**config.mk**
```make
export PLATFORM = sky130hd
export DESIGN_NAME = dl_reset_ctrl
export DESIGN_NICKNAME = d
export VERILOG_FILES = /design/src/rtl/dl_reset_pkg.sv /design/src/rtl/dl_region_decode.sv /design/src/rtl/dl_reset_ctrl.sv
export SDC_FILE = /design/constraint.sdc
export NUM_CORES = 1
export LEC_CHECK = 0
export CAP_MARGIN = 10
export CORE_ASPECT_RATIO = 1.5
export CORE_MARGIN = 2
export CORE_UTILIZATION = 50
export CTS_BUF_LIST = sky130_fd_sc_hd__clkbuf_2 sky130_fd_sc_hd__clkbuf_4 sky130_fd_sc_hd__clkbuf_8
export CTS_CLUSTER_SIZE = 12
export DETAILED_ROUTE_END_ITERATION = 6
export GPL_TIMING_DRIVEN = 0
export PLACE_DENSITY = 0.87
export SLEW_MARGIN = 25
export SYNTH_ARGS = -nofsm -noshare
export SYNTH_HDL_FRONTEND = slang
export SYNTH_HIERARCHICAL = 1
export SYNTH_SLANG_ARGS = --single-unit
```
**constraint.sdc**
```tcl
create_clock -name i_clk_sys -period 3.7 [get_ports i_clk_sys]
set_input_delay 0.74 -clock i_clk_sys [delete_from_list [all_inputs] [get_ports i_clk_sys]]
set_output_delay 0.74 -clock i_clk_sys [all_outputs]
set_load 0.1 [all_outputs]
```
**src/rtl/dl_reset_pkg.sv**
```systemverilog
// Shared types and helpers for the ROM-download gate / core reset sequencer.
package dl_reset_pkg;

    localparam int unsigned IOCTL_AW = 25;

    typedef enum logic [2:0] {
        StEmpty,
        StLoading,
        StCheck,
        StHold,
        StRun
    } dl_state_e;

    // Increment that sticks at all-ones instead of wrapping.
    function automatic logic [IOCTL_AW-1:0] sat_inc(input logic [IOCTL_AW-1:0] v);
        return (&v) ? v : v + 1'b1;
    endfunction

endpackage

```
**src/rtl/dl_region_decode.sv**
```systemverilog
// Combinational ioctl address to one-hot region select and region-relative offset.
// Regions are contiguous: region 0 starts at 0, region i starts at REGION_END[i-1].
module dl_region_decode
    import dl_reset_pkg::*;
#(
    parameter int unsigned                 REGIONS    = 4,
    parameter int unsigned                 ADDR_W     = 14,
    parameter logic [REGIONS*IOCTL_AW-1:0] REGION_END = {4{25'd0}}
) (
    input  logic [IOCTL_AW-1:0] i_addr,
    output logic [REGIONS-1:0]  o_sel,
    output logic [ADDR_W-1:0]   o_offset
);

    logic [IOCTL_AW-1:0] w_lo;
    logic [IOCTL_AW-1:0] w_hi;
    logic [IOCTL_AW-1:0] w_diff;

    // Walk the ascending end table; at most one region can match.
    always_comb begin
        o_sel    = '0;
        o_offset = '0;
        w_lo     = '0;
        w_hi     = '0;
        w_diff   = '0;
        for (int i = 0; i < REGIONS; i++) begin
            w_hi = REGION_END[i*IOCTL_AW +: IOCTL_AW];
            if ((i_addr >= w_lo) && (i_addr < w_hi)) begin
                o_sel[i] = 1'b1;
                w_diff   = i_addr - w_lo;
                o_offset = w_diff[ADDR_W-1:0];
            end
            w_lo = w_hi;
        end
    end

endmodule

```
**src/rtl/dl_reset_ctrl.sv**
```systemverilog
// ROM-download gate and core reset sequencer: routes ioctl writes to region ports,
// validates the image and holds the core in reset until a settle period has elapsed.
module dl_reset_ctrl
    import dl_reset_pkg::*;
#(
    parameter int unsigned                 REGIONS     = 4,
    parameter int unsigned                 ADDR_W      = 14,
    parameter logic [7:0]                  DL_INDEX    = 8'd0,
    parameter logic [REGIONS*IOCTL_AW-1:0] REGION_END  = {4{25'd0}},
    parameter logic [IOCTL_AW-1:0]         MIN_BYTES   = 25'd1,
    parameter int unsigned                 HOLD_CYCLES = 1024
) (
    input  logic                i_clk_sys,
    input  logic                i_reset_n,
    input  logic                i_ioctl_downl,
    input  logic [7:0]          i_ioctl_index,
    input  logic                i_ioctl_wr,
    input  logic [IOCTL_AW-1:0] i_ioctl_addr,
    input  logic [7:0]          i_ioctl_dout,
    input  logic                i_user_reset,
    output logic                o_core_reset,
    output logic                o_rom_loaded,
    output logic                o_load_error,
    output logic [REGIONS-1:0]  o_region_wr,
    output logic [ADDR_W-1:0]   o_region_addr,
    output logic [7:0]          o_region_data,
    output logic [IOCTL_AW-1:0] o_byte_count
);

    localparam int unsigned      CNT_W     = $clog2(HOLD_CYCLES);
    localparam logic [CNT_W-1:0] HOLD_LOAD = CNT_W'(HOLD_CYCLES - 1);

    dl_state_e           r_state, w_state_d;
    logic [CNT_W-1:0]    r_cnt, w_cnt_d;
    logic [IOCTL_AW-1:0] r_byte_count, w_byte_count_d;
    logic                r_nonzero, w_nonzero_d;
    logic                r_rom_loaded, w_rom_loaded_d;
    logic                r_load_error, w_load_error_d;
    logic                r_core_reset;
    // Cleared by reset; set once no matching download is active, so a download that
    // was already running across a reset is never picked up halfway through.
    logic                r_armed;
    logic [REGIONS-1:0]  r_region_wr;
    logic [ADDR_W-1:0]   r_region_addr;
    logic [7:0]          r_region_data;

    logic                w_index_ok;
    logic                w_match;
    logic                w_start;
    logic                w_accept;
    logic [REGIONS-1:0]  w_sel;
    logic [ADDR_W-1:0]   w_offset;

    assign w_index_ok = (i_ioctl_index == DL_INDEX);
    assign w_match    = i_ioctl_downl & w_index_ok;
    assign w_start    = w_match & r_armed & ((r_state == StEmpty) | (r_state == StRun));
    // In LOADING the index alone qualifies a write, so a strobe coincident with the
    // falling download flag is still taken.
    assign w_accept   = i_ioctl_wr & w_index_ok & ((r_state == StLoading) | w_start);

    dl_region_decode #(
        .REGIONS    (REGIONS),
        .ADDR_W     (ADDR_W),
        .REGION_END (REGION_END)
    ) u_decode (
        .i_addr   (i_ioctl_addr),
        .o_sel    (w_sel),
        .o_offset (w_offset)
    );

    // Next-state, validation and byte accounting.
    always_comb begin
        w_state_d      = r_state;
        w_cnt_d        = r_cnt;
        w_rom_loaded_d = r_rom_loaded;
        w_load_error_d = r_load_error;
        w_byte_count_d = w_start ? '0 : r_byte_count;
        w_nonzero_d    = w_start ? 1'b0 : r_nonzero;

        if (w_start) begin
            w_state_d      = StLoading;
            w_rom_loaded_d = 1'b0;
            w_load_error_d = 1'b0;
        end

        case (r_state)
            StLoading: begin
                if (!w_match) w_state_d = StCheck;
            end
            StCheck: begin
                if (r_nonzero && (r_byte_count >= MIN_BYTES)) begin
                    w_state_d      = StHold;
                    w_rom_loaded_d = 1'b1;
                    w_cnt_d        = HOLD_LOAD;
                end else begin
                    w_state_d      = StEmpty;
                    w_rom_loaded_d = 1'b0;
                    w_load_error_d = 1'b1;
                end
            end
            StHold: begin
                if (i_user_reset) begin
                    w_cnt_d = HOLD_LOAD;
                end else if (r_cnt == '0) begin
                    w_state_d = StRun;
                end else begin
                    w_cnt_d = r_cnt - 1'b1;
                end
            end
            StRun: begin
                if (!w_start && i_user_reset) begin
                    w_state_d = StHold;
                    w_cnt_d   = HOLD_LOAD;
                end
            end
            default: ;
        endcase

        if (w_accept) begin
            w_byte_count_d = sat_inc(w_byte_count_d);
            w_nonzero_d    = w_nonzero_d | (i_ioctl_dout != 8'd0);
        end
    end

    // State, status and write-port registers.
    always_ff @(posedge i_clk_sys or negedge i_reset_n) begin
        if (!i_reset_n) begin
            r_state       <= StEmpty;
            r_cnt         <= '0;
            r_byte_count  <= '0;
            r_nonzero     <= 1'b0;
            r_rom_loaded  <= 1'b0;
            r_load_error  <= 1'b0;
            r_core_reset  <= 1'b1;
            r_armed       <= 1'b0;
            r_region_wr   <= '0;
            r_region_addr <= '0;
            r_region_data <= '0;
        end else begin
            r_state      <= w_state_d;
            r_cnt        <= w_cnt_d;
            r_byte_count <= w_byte_count_d;
            r_nonzero    <= w_nonzero_d;
            r_rom_loaded <= w_rom_loaded_d;
            r_load_error <= w_load_error_d;
            r_core_reset <= (w_state_d != StRun);
            r_armed      <= r_armed | ~w_match;
            r_region_wr  <= w_accept ? w_sel : '0;
            if (w_accept) begin
                r_region_addr <= w_offset;
                r_region_data <= i_ioctl_dout;
            end
        end
    end

    assign o_core_reset  = r_core_reset;
    assign o_rom_loaded  = r_rom_loaded;
    assign o_load_error  = r_load_error;
    assign o_region_wr   = r_region_wr;
    assign o_region_addr = r_region_addr;
    assign o_region_data = r_region_data;
    assign o_byte_count  = r_byte_count;

endmodule

```
==> summary.txt, run 1 <==
====================================================================================================
Outcome                                                                                 finished clean
Final setup violation count                                                                        0
Peak ir drop on the vdd network                                                             0.262 mV
Area of the multi-input gates                                                               1880 um2
Die boundary width                                                                           74.9 um
Vias                                                                                            3556
Global-route wire length before repair                                                      15800 um
Global route total overflow                                                                        0
Setup Slack @ Placement                                                                      -235 ps
Worst hold path class                                                                    in -> async
Kind of critical path                                                                      in -> reg
Cell at the root of the clock tree                                                          clkbuf_8
Latest clock arrival within the worst-skew pair                                               370 ps
Fmax                                                                                         285 MHz
Pin slew with the least headroom to its limit                                                1010 ps
Number of antenna diodes                                                                           0
Unrepaired setup endpoints after global routing                                                  yes
Routed length per instance                                                                   15.3 um
Sinks on Clock Net                                                                                69
Largest fanout on the critical path                                                               10
ANT nets after route                                                                               0
Min setup slack post-route                                                                    196 ps
Total wirelength of the detailed-routed design                                               9620 um
Hold Violations, Final                                                                             0
Count leader, synth                                                                          nand2_1
Via count of the first global-routing pass                                                      3357
Overall routing resource usage                                                                 0.251
Cell with the biggest individual delay on the critical path                                    or4_1
Number of antenna violations at the first check in global routing                                  0
Top cells by area, synth                                                                dfrtp_1 45%, nand2_1 9.3%, buf_4 3.6%
Critical path required time                                                                  3980 ps
Worst-case headroom to the max-slew limit                                                      0.325
Effective utilization at floorplan                                                             0.518
Placer's final routability congestion estimate                                                 0.890
Area added between synthesis and finish                                                        31.4%
Critical path startpoint category                                                         input port
Post-synthesis sequential element count                                                           69
Fraction of post-synthesis cell area in the top cell type by area                              0.452
First DRT Iteration DRCs                                                                         273
Area of the core                                                                            7270 um2
Number of top-level design ports                                                                 100
Number of optimization iterations in the first detailed-route pass                                 7
Number of enable flip-flop cells after synthesis                                                   0
Fin crit period                                                                              3500 ps
Detail-routed via count per cell                                                                5.67
Syn. warnings                                                                                      6
Number of buffers between clock root and the deepest sink                                          2
Number of DRC violations after detailed routing                                                    0
Number of filler instances in the final layout                                                   584
Biggest cell delay along the critical path                                                    510 ps
HPWL after DPL                                                                               7000 um
Share of layout cells above drive strength 1                                                   0.112
Yosys cell types                                                                                  59
Placement row count                                                                               38
Part of the cycle the worst path needs                                                         0.947
Total clock buffers created by CTS                                                                 9
Fraction of registers with async set or reset after synthesis                                   1.00
Final Max Slew Viols                                                                               0
Cells after Synth                                                                                417
Critical Path AT                                                                             3790 ps
Post-synthesis instance area                                                                3770 um2
Power per Cell Area                                                                       318 nW/um2
Final worst clock skew                                                                       8.50 ps
H-tree levels                                                                                      3
Combined flip-flop and latch cell area                                                      1730 um2
Minimum hold slack                                                                            281 ps
Sequential cell area fraction in the yosys report                                              0.459
Critical Path End Type                                                                     flip-flop
Pin count of the biggest net entering global routing                                              45
Most used flip-flop cell after synthesis                                                     dfrtp_1
Critical-path cell list                                                                 clkdlybuf4s50_1, nor4_4, nand4_1, clkbuf_2, and2_1, ha_1, inv_1, nor2_1, and4_1, clkbuf_1, or4_1, a21oi_1
Count of input and output buffers                                                                 74
Die ar.                                                                                     8260 um2
Leakage Power                                                                                2.11 nW
Area leader, netlist                                                                         dfrtp_1
TritonCTS clock tree                                                                             yes
Commonest cells post-synth                                                              93 x nand2_1, 68 x dfrtp_1, 23 x nor2_1
Clock-pin slew reported for the worst setup and hold paths after clock tree synthesis          80 ps
Synthesized area per cell                                                                   9.03 um2
Die extent in y                                                                               110 um
Final nets                                                                                       570
Number of hold-repair buffers added at the cts stage                                               0
Max Cap Violations                                                                                 0
====================================================================================================
cell families (layout without fill, tap and decap cells):
logic type	after synthesis	in the layout	share of synthesized area
DFF	69	69	0.459
adders and majority gates	2	2	0.00664
muxes	3	3	0.00864
xor gates and xnor gates	4	4	0.00930
AOI/OAI and AO/OA	66	66	0.125
other	1	18	0.000996
and+or+nand+nor	232	232	0.332
buffers and inverters	40	133	0.0588
area by class of cell:
cell class	instances	area share
multi-input combinational	325	0.380
sequential	69	0.349
timing repair buffer	77	0.156
buffer	34	0.0405
clock buffer	12	0.0334
tap	100	0.0253
clock inverter	4	0.0109
inverter	6	0.00455
path summary, 6_finish.rpt:
check | depth (start not counted) | slack, ps | from | to
setup / recovery | 12 | 200 | i_ioctl_index[5] | o_byte_count[21]
hold / removal | 1 | 280 | i_reset_n | o_region_addr[11]
setup reg to reg | 10 | 720 | r_armed | o_byte_count[1]
hold reg to reg | 2 | 480 | o_region_data[7] | o_region_data[7]
max in group asynchronous | 2 | 2820 | i_reset_n | o_core_reset
min in group i_clk_sys | 2 | 480 | o_region_data[7] | o_region_data[7]
routing by layer:
| layer | GRT usage | up-vias | wire [um] |
|---|---|---|---|
| met1 | 0.301 | 1709 | 3790 |
| met4 | 0.115 | 0 | 260 |
| li1 | - | 1676 | - |
| met2 | 0.408 | 142 | 4950 |
| met3 | 0.0791 | 29 | 618 |
| met5 | 0 | - | 0 |
worst max-delay path, delay by kind of cell:
kind            cells  cell delay [ps]
fa+ha+maj           1              220
simple gates        6             1690
buf+inv             4              990
compound gates      1              150
state kept, by name, summed over array words and instances, names as in the netlist:
signal / flops
r_state: 3
r_nonzero: 1
r_armed: 1
o_region_data: 8
o_core_reset: 1
r_cnt: 10
o_rom_loaded: 1
o_byte_count: 25
o_region_addr: 14
o_region_wr: 4
o_load_error: 1
cells in the final DEF (no fill, tap or decap), types with 3 or more instances in the layout:
master and instances:
conb_1 18, clkbuf_8 12, clkbuf_1 12, or4_1 13, a21o_1 4, nor3_1 7, nand3_1 18, a22o_1 6
o31ai_1 9, clkdlybuf4s50_1 73, or2_2 3, nand4_1 12, nor2_1 23, o211ai_1 4, nor4_4 3, and4_1 4
nand2b_1 7, nor4_1 9, and3_1 6, dfrtp_1 68, nand2_1 93, a21oi_1 15, buf_4 21, and2_1 7
or3_1 9, inv_1 6, nor3b_1 3, o21ai_0 10, nor2b_1 4
metrics by stage:
step	instances	cell area [um2]	total power, mW	util	TNS [ps]
after floorplan	434	3830	0.859	-	0
after CTS	625	4930	1.58	0.678	0
after detailed placement	609	4710	0.917	0.648	-1720
after global routing	627	4950	1.63	0.680	-7.59
after global placement	608	4700	0.907	0.646	-29680
final	627	4950	1.58	0.680	0
where the power goes:
group | total [mW] | switching, mW | leakage, nW | internal (mW)
logic | 0.114 | 0.0530 | 1.12 | 0.0608
registers | 0.789 | 0.0159 | 0.893 | 0.773
clock network | 0.673 | 0.304 | 0.105 | 0.369
total | 1.58 | 0.373 | 2.11 | 1.20
timing repair:
item	4_1_cts	5_1_grt
resized for setup	0	2
buffers inserted	0	2
endpoints found under the setup margin	0	7
(Power assumes the default switching activity.)
==> run 2: changes to the inputs <==
CORE_UTILIZATION = 26   (was 50)
PLACE_DENSITY = 0.53   (was 0.87)
==> summary.txt, run 2 (synthesized netlist as in run 1, its figures left out) <==
====================================================================================================
Outcome                                                                                 finished clean
Die ar.                                                                                    15500 um2
Part of the cycle the worst path needs                                                         0.934
H-tree levels                                                                                      3
TritonCTS clock tree                                                                             yes
Worst-case headroom to the max-slew limit                                                      0.318
Global route total overflow                                                                        0
Cell count of the worst reg-to-reg path                                                           10
Fmax                                                                                         289 MHz
Number of antenna violations at the first check in global routing                                  0
First DRT Iteration DRCs                                                                         149
Number of top-level design ports                                                                 100
Total clock buffers created by CTS                                                                 9
Number of antenna diodes                                                                           0
Setup total negative slack                                                                      0 ps
HPWL after DPL                                                                               7800 um
Leakage Power                                                                                2.14 nW
Cell with the biggest individual delay on the critical path                                    or4_1
Routed length per instance                                                                   15.0 um
Placed instance count                                                                            701
Post-route design area                                                                      5110 um2
Overall routing resource usage                                                                 0.144
Die boundary width                                                                            102 um
Share of layout cells above drive strength 1                                                   0.115
Hold Violations, Final                                                                             0
Final nets                                                                                       572
Pwr Total                                                                                    1.68 mW
Count of input and output buffers                                                                 74
Final Max Slew Viols                                                                               0
Sinks on Clock Net                                                                                69
Fin crit period                                                                              3460 ps
Worst reg2reg setup slack                                                                     670 ps
Number of optimization iterations in the first detailed-route pass                                 4
Worst hold path class                                                                    in -> async
Latest clock arrival within the worst-skew pair                                               360 ps
Crit. Startpoint                                                                        i_ioctl_index[2]
Largest fanout on the critical path                                                               10
Critical Path AT                                                                             3730 ps
Power per Cell Area                                                                       328 nW/um2
ANT nets after route                                                                               0
Number of buffers between clock root and the deepest sink                                          2
Global-route wire length before repair                                                      17000 um
Number of DRC violations after detailed routing                                                    0
Kind of critical path                                                                      in -> reg
Detail-routed via count per cell                                                                4.72
Flip-flop count of the largest register after layout                                              25
Clock-pin slew reported for the worst setup and hold paths after clock tree synthesis          80 ps
Max Cap Violations                                                                                 0
Cell at the root of the clock tree                                                          clkbuf_8
Die extent in y                                                                               151 um
Critical-path cell list                                                                 clkdlybuf4s50_1, nor4_4, nand4_1, clkbuf_2, and2_1, ha_1, inv_1, nor2_1, and4_1, clkbuf_1, or4_1, a21oi_1
FF-to-FF Start                                                                               r_armed
Via count of the first global-routing pass                                                      3337
Pin count of the biggest net entering global routing                                              47
Critical path required time                                                                  3980 ps
Peak ir drop on the vdd network                                                             0.191 mV
Top library cells by usage in the layout, fill and taps aside                           93 x nand2_1, 73 x clkdlybuf4s50_1, 68 x dfrtp_1, 23 x nor2_1, 23 x buf_4
Final setup violation count                                                                        0
Number of filler instances in the final layout                                                  1473
Post-Place Cell Area                                                                        4840 um2
Area of the core                                                                           14100 um2
Critical path startpoint category                                                         input port
Most common cell after layout, fill and taps aside                                           nand2_1
Unrepaired setup endpoints after global routing                                                   no
Total wirelength of the detailed-routed design                                              10800 um
Effective utilization at floorplan                                                             0.268
Post-route insts no fill                                                                         721
Placer's final routability congestion estimate                                                 0.791
Critical Path End Type                                                                     flip-flop
Number of hold-repair buffers added at the cts stage                                               0
Vias                                                                                            3406
Placement row count                                                                               53
Pin slew with the least headroom to its limit                                                1020 ps
Final worst clock skew                                                                       9.56 ps
Area added between synthesis and finish                                                        35.7%
Biggest cell delay along the critical path                                                    500 ps
Minimum hold slack                                                                            282 ps
R2r endpoint                                                                            o_byte_count[1]
====================================================================================================
run 2: cell count changes in the layout (fill, tap and decap cells not counted), sizes merged:
| cell | previous run | this run |
|---|---|---|
| clkbuf | 26 | 24 |
| inv | 7 | 6 |
| clkinv | 0 | 2 |
| buf | 24 | 26 |
| clkinvlp | 2 | 1 |
| bufinv | 1 | 3 |
run 2: how the worst max path moves through the flow:
stage,end
after floorplan,o_byte_count[19]
after global placement,o_region_addr[1]
after detailed placement,o_byte_count[21]
after CTS,o_byte_count[21]
after global routing,o_byte_count[19]
final,o_byte_count[19]
run 2: cell type report:
type                            instances  area [um2]  area share
Tap cell                              192         240      0.0470
Inverter                                6        22.5     0.00441
Clock buffer                           10         131      0.0257
Timing Repair Buffer                   79         796       0.156
Clock inverter                          6         111      0.0218
Sequential cell                        69        1730       0.338
Buffer                                 34         200      0.0392
Multi-Input combinational cell        325        1880       0.368
run 2: report_power, final:
group | switching (mW) | internal, mW
clock | 0.317 | 0.455
combinational | 0.0548 | 0.0625
sequential | 0.0138 | 0.773
total | 0.385 | 1.29
run 2: stage by stage:
| stage | worst slack [ps] | util |
|---|---|---|
| global route | 28.9 | 0.363 |
| detailed placement | -336 | 0.344 |
| global placement | -717 | 0.342 |
| CTS | 42.2 | 0.361 |
| finish | 245 | 0.363 |
| floorplan | 625 | - |
run 2: worst max-delay path: cells and delay by family:
| family | cells | cell delay, ps |
|---|---|---|
| AOI/OAI and AO/OA | 1 | 160 |
| adders and majority gates | 1 | 220 |
| buffers and inverters | 4 | 1030 |
| and+or+nand+nor | 6 | 1590 |
run 2: what timing repair did:
item | in CTS | in global routing
gates resized for setup | 0 | 2
setup buffers | 0 | 4
setup endpoints to repair | 0 | 8
run 2: per-layer routing:
metal | part of all wire | wire length [um] | global-route usage
met5 | 0 | 0 | 0
met3 | 0.047 | 507 | 0.0337
met1 | 0.42 | 4520 | 0.164
met2 | 0.51 | 5470 | 0.243
met4 | 0.029 | 314 | 0.0800
==> run 3: changes to the inputs <==
PLACE_DENSITY = default   (was 0.53)
==> summary.txt, run 3 (synthesized netlist as in run 1, its figures left out) <==
====================================================================================================
Top library cells by usage in the layout, fill and taps aside                           93 x nand2_1, 73 x clkdlybuf4s50_1, 68 x dfrtp_1, 23 x nor2_1, 21 x buf_4
Routed length per instance                                                                   14.6 um
Effective utilization at floorplan                                                             0.268
Area added between synthesis and finish                                                        33.8%
TritonCTS clock tree                                                                             yes
Critical path required time                                                                  3930 ps
Peak ir drop on the vdd network                                                             0.147 mV
Global-route wire length before repair                                                      17500 um
Post-route insts no fill                                                                         718
Number of buffers between clock root and the deepest sink                                          2
Placement row count                                                                               53
Number of top-level design ports                                                                 100
Via count of the first global-routing pass                                                      3565
Share of layout cells above drive strength 1                                                   0.110
Max Cap Violations                                                                                 0
Sinks on Clock Net                                                                                69
Die extent in y                                                                               151 um
Cell with the biggest individual delay on the critical path                                    or4_4
Latest clock arrival within the worst-skew pair                                               350 ps
Die boundary width                                                                            102 um
Worst hold path class                                                                    in -> async
Number of DRC violations after detailed routing                                                    0
Die ar.                                                                                    15500 um2
Total wirelength of the detailed-routed design                                              10500 um
Most common cell after layout, fill and taps aside                                           nand2_1
ANT nets after route                                                                               0
Final Max Slew Viols                                                                               0
Number of antenna violations at the first check in global routing                                  0
Hold Violations, Final                                                                             0
Pin slew with the least headroom to its limit                                                1000 ps
Largest fanout on the critical path                                                               10
Final setup violation count                                                                        0
Number of filler instances in the final layout                                                  1490
Kind of critical path                                                                      in -> reg
Critical-path cell list                                                                 clkdlybuf4s50_1, and2_1, nand4_1, clkbuf_2, and2_1, ha_1, inv_1, or4_4, nor3_4, nor2_1, mux2_1
Final nets                                                                                       570
Global route total overflow                                                                        0
H-tree levels                                                                                      3
HPWL after DPL                                                                               7690 um
Pwr Total                                                                                    1.50 mW
Flip-flop count of the largest register after layout                                              25
Critical Path End Type                                                                     flip-flop
Final worst clock skew                                                                       10.4 ps
Number of antenna diodes                                                                           0
Biggest cell delay along the critical path                                                    580 ps
Pin count of the biggest net entering global routing                                              48
Unrepaired setup endpoints after global routing                                                   no
Placer's final routability congestion estimate                                                 0.923
Most common cell type on the critical path                                                    and2_1
Area of the core                                                                           14100 um2
Cell at the root of the clock tree                                                          clkbuf_8
Clock-pin slew reported for the worst setup and hold paths after clock tree synthesis          80 ps
Overall routing resource usage                                                                 0.144
Outcome                                                                                 finished clean
First DRT Iteration DRCs                                                                         194
Vias                                                                                            3455
Placed instance count                                                                            701
Worst-case headroom to the max-slew limit                                                      0.331
Power per Cell Area                                                                       297 nW/um2
Fmax                                                                                         286 MHz
Detail-routed via count per cell                                                                4.81
Fin crit period                                                                              3500 ps
Part of the cycle the worst path needs                                                         0.945
Leakage Power                                                                                2.11 nW
Count of input and output buffers                                                                 74
Critical Path AT                                                                             3730 ps
Number of optimization iterations in the first detailed-route pass                                 4
Total clock buffers created by CTS                                                                 9
Final core utilization                                                                         0.358
Setup total negative slack                                                                      0 ps
Critical path startpoint category                                                         input port
====================================================================================================
-- run 3: changes by cell type in the layout (fill, tap and decap cells not counted), sizes merged --
| cell | previous run | this run |
|---|---|---|
| buf | 26 | 24 |
| bufinv | 3 | 0 |
| clkbuf | 24 | 28 |
| clkinv | 2 | 1 |
| clkinvlp | 1 | 0 |
-- run 3: path summary, 6_finish.rpt --
kind | from | end | slack (ps) | cells past startpoint
worst max-delay path | i_ioctl_downl | o_byte_count[1] | 200 | 11
worst min-delay path | i_reset_n | o_region_addr[3] | 290 | 1
worst max register to register | r_armed | o_byte_count[1] | 720 | 10
worst min register to register | o_region_data[3] | o_region_data[3] | 480 | 2
max in group asynchronous | i_reset_n | o_byte_count[16] | 2870 | 2
min in group i_clk_sys | o_region_data[3] | o_region_data[3] | 480 | 2
-- run 3: stage by stage --
| step | setup WS, ps | area (um2) | hold WS (ps) |
|---|---|---|---|
| final | 205 | 5040 | 292 |
| after global routing | 8.85 | 5040 | 296 |
| after CTS | 14.0 | 5020 | 277 |
| after detailed placement | -355 | 4840 | 462 |
| after global placement | -670 | 4810 | 460 |
| after floorplan | 625 | 3830 | 444 |
-- run 3: what timing repair did --
action / in CTS / in global routing
hold buffers: 0 / 0
endpoints found under the setup margin: 0 / 18
setup buffers: 0 / 2
gates resized for setup: 0 / 2
-- run 3: layer usage --
| layer | vias up | share of wire | GRT usage |
|---|---|---|---|
| li1 | 1676 | - | - |
| met1 | 1672 | 0.41 | 0.164 |
| met2 | 90 | 0.50 | 0.248 |
| met3 | 17 | 0.060 | 0.0309 |
| met4 | 0 | 0.027 | 0.0773 |
| met5 | - | 0 | 0 |
-- run 3: final cells by class --
| type | count | area [um2] | share of cell area |
|---|---|---|---|
| repair buffers | 77 | 781 | 0.155 |
| flip-flops and latches | 69 | 1730 | 0.343 |
| plain buffers | 34 | 200 | 0.0397 |
| clock inverters | 1 | 5.00 | 0.000994 |
| well taps | 192 | 240 | 0.0477 |
| multi-input cells | 325 | 1880 | 0.373 |
| clock buffers | 14 | 180 | 0.0358 |
| inverters | 6 | 22.5 | 0.00447 |
-- run 3: critical path: cells and delay by family --
kind                       cells  cell delay, ps
and+or+nand+nor                6            1600
buffers and inverters          3             840
muxes                          1             340
adders and majority gates      1             180
-- run 3: report_power, final --
group	total (mW)	internal (mW)	switching (mW)	leakage (nW)
Sequential	0.789	0.773	0.0154	0.893
Clock	0.591	0.309	0.282	0.0994
Combinational	0.117	0.0619	0.0547	1.12
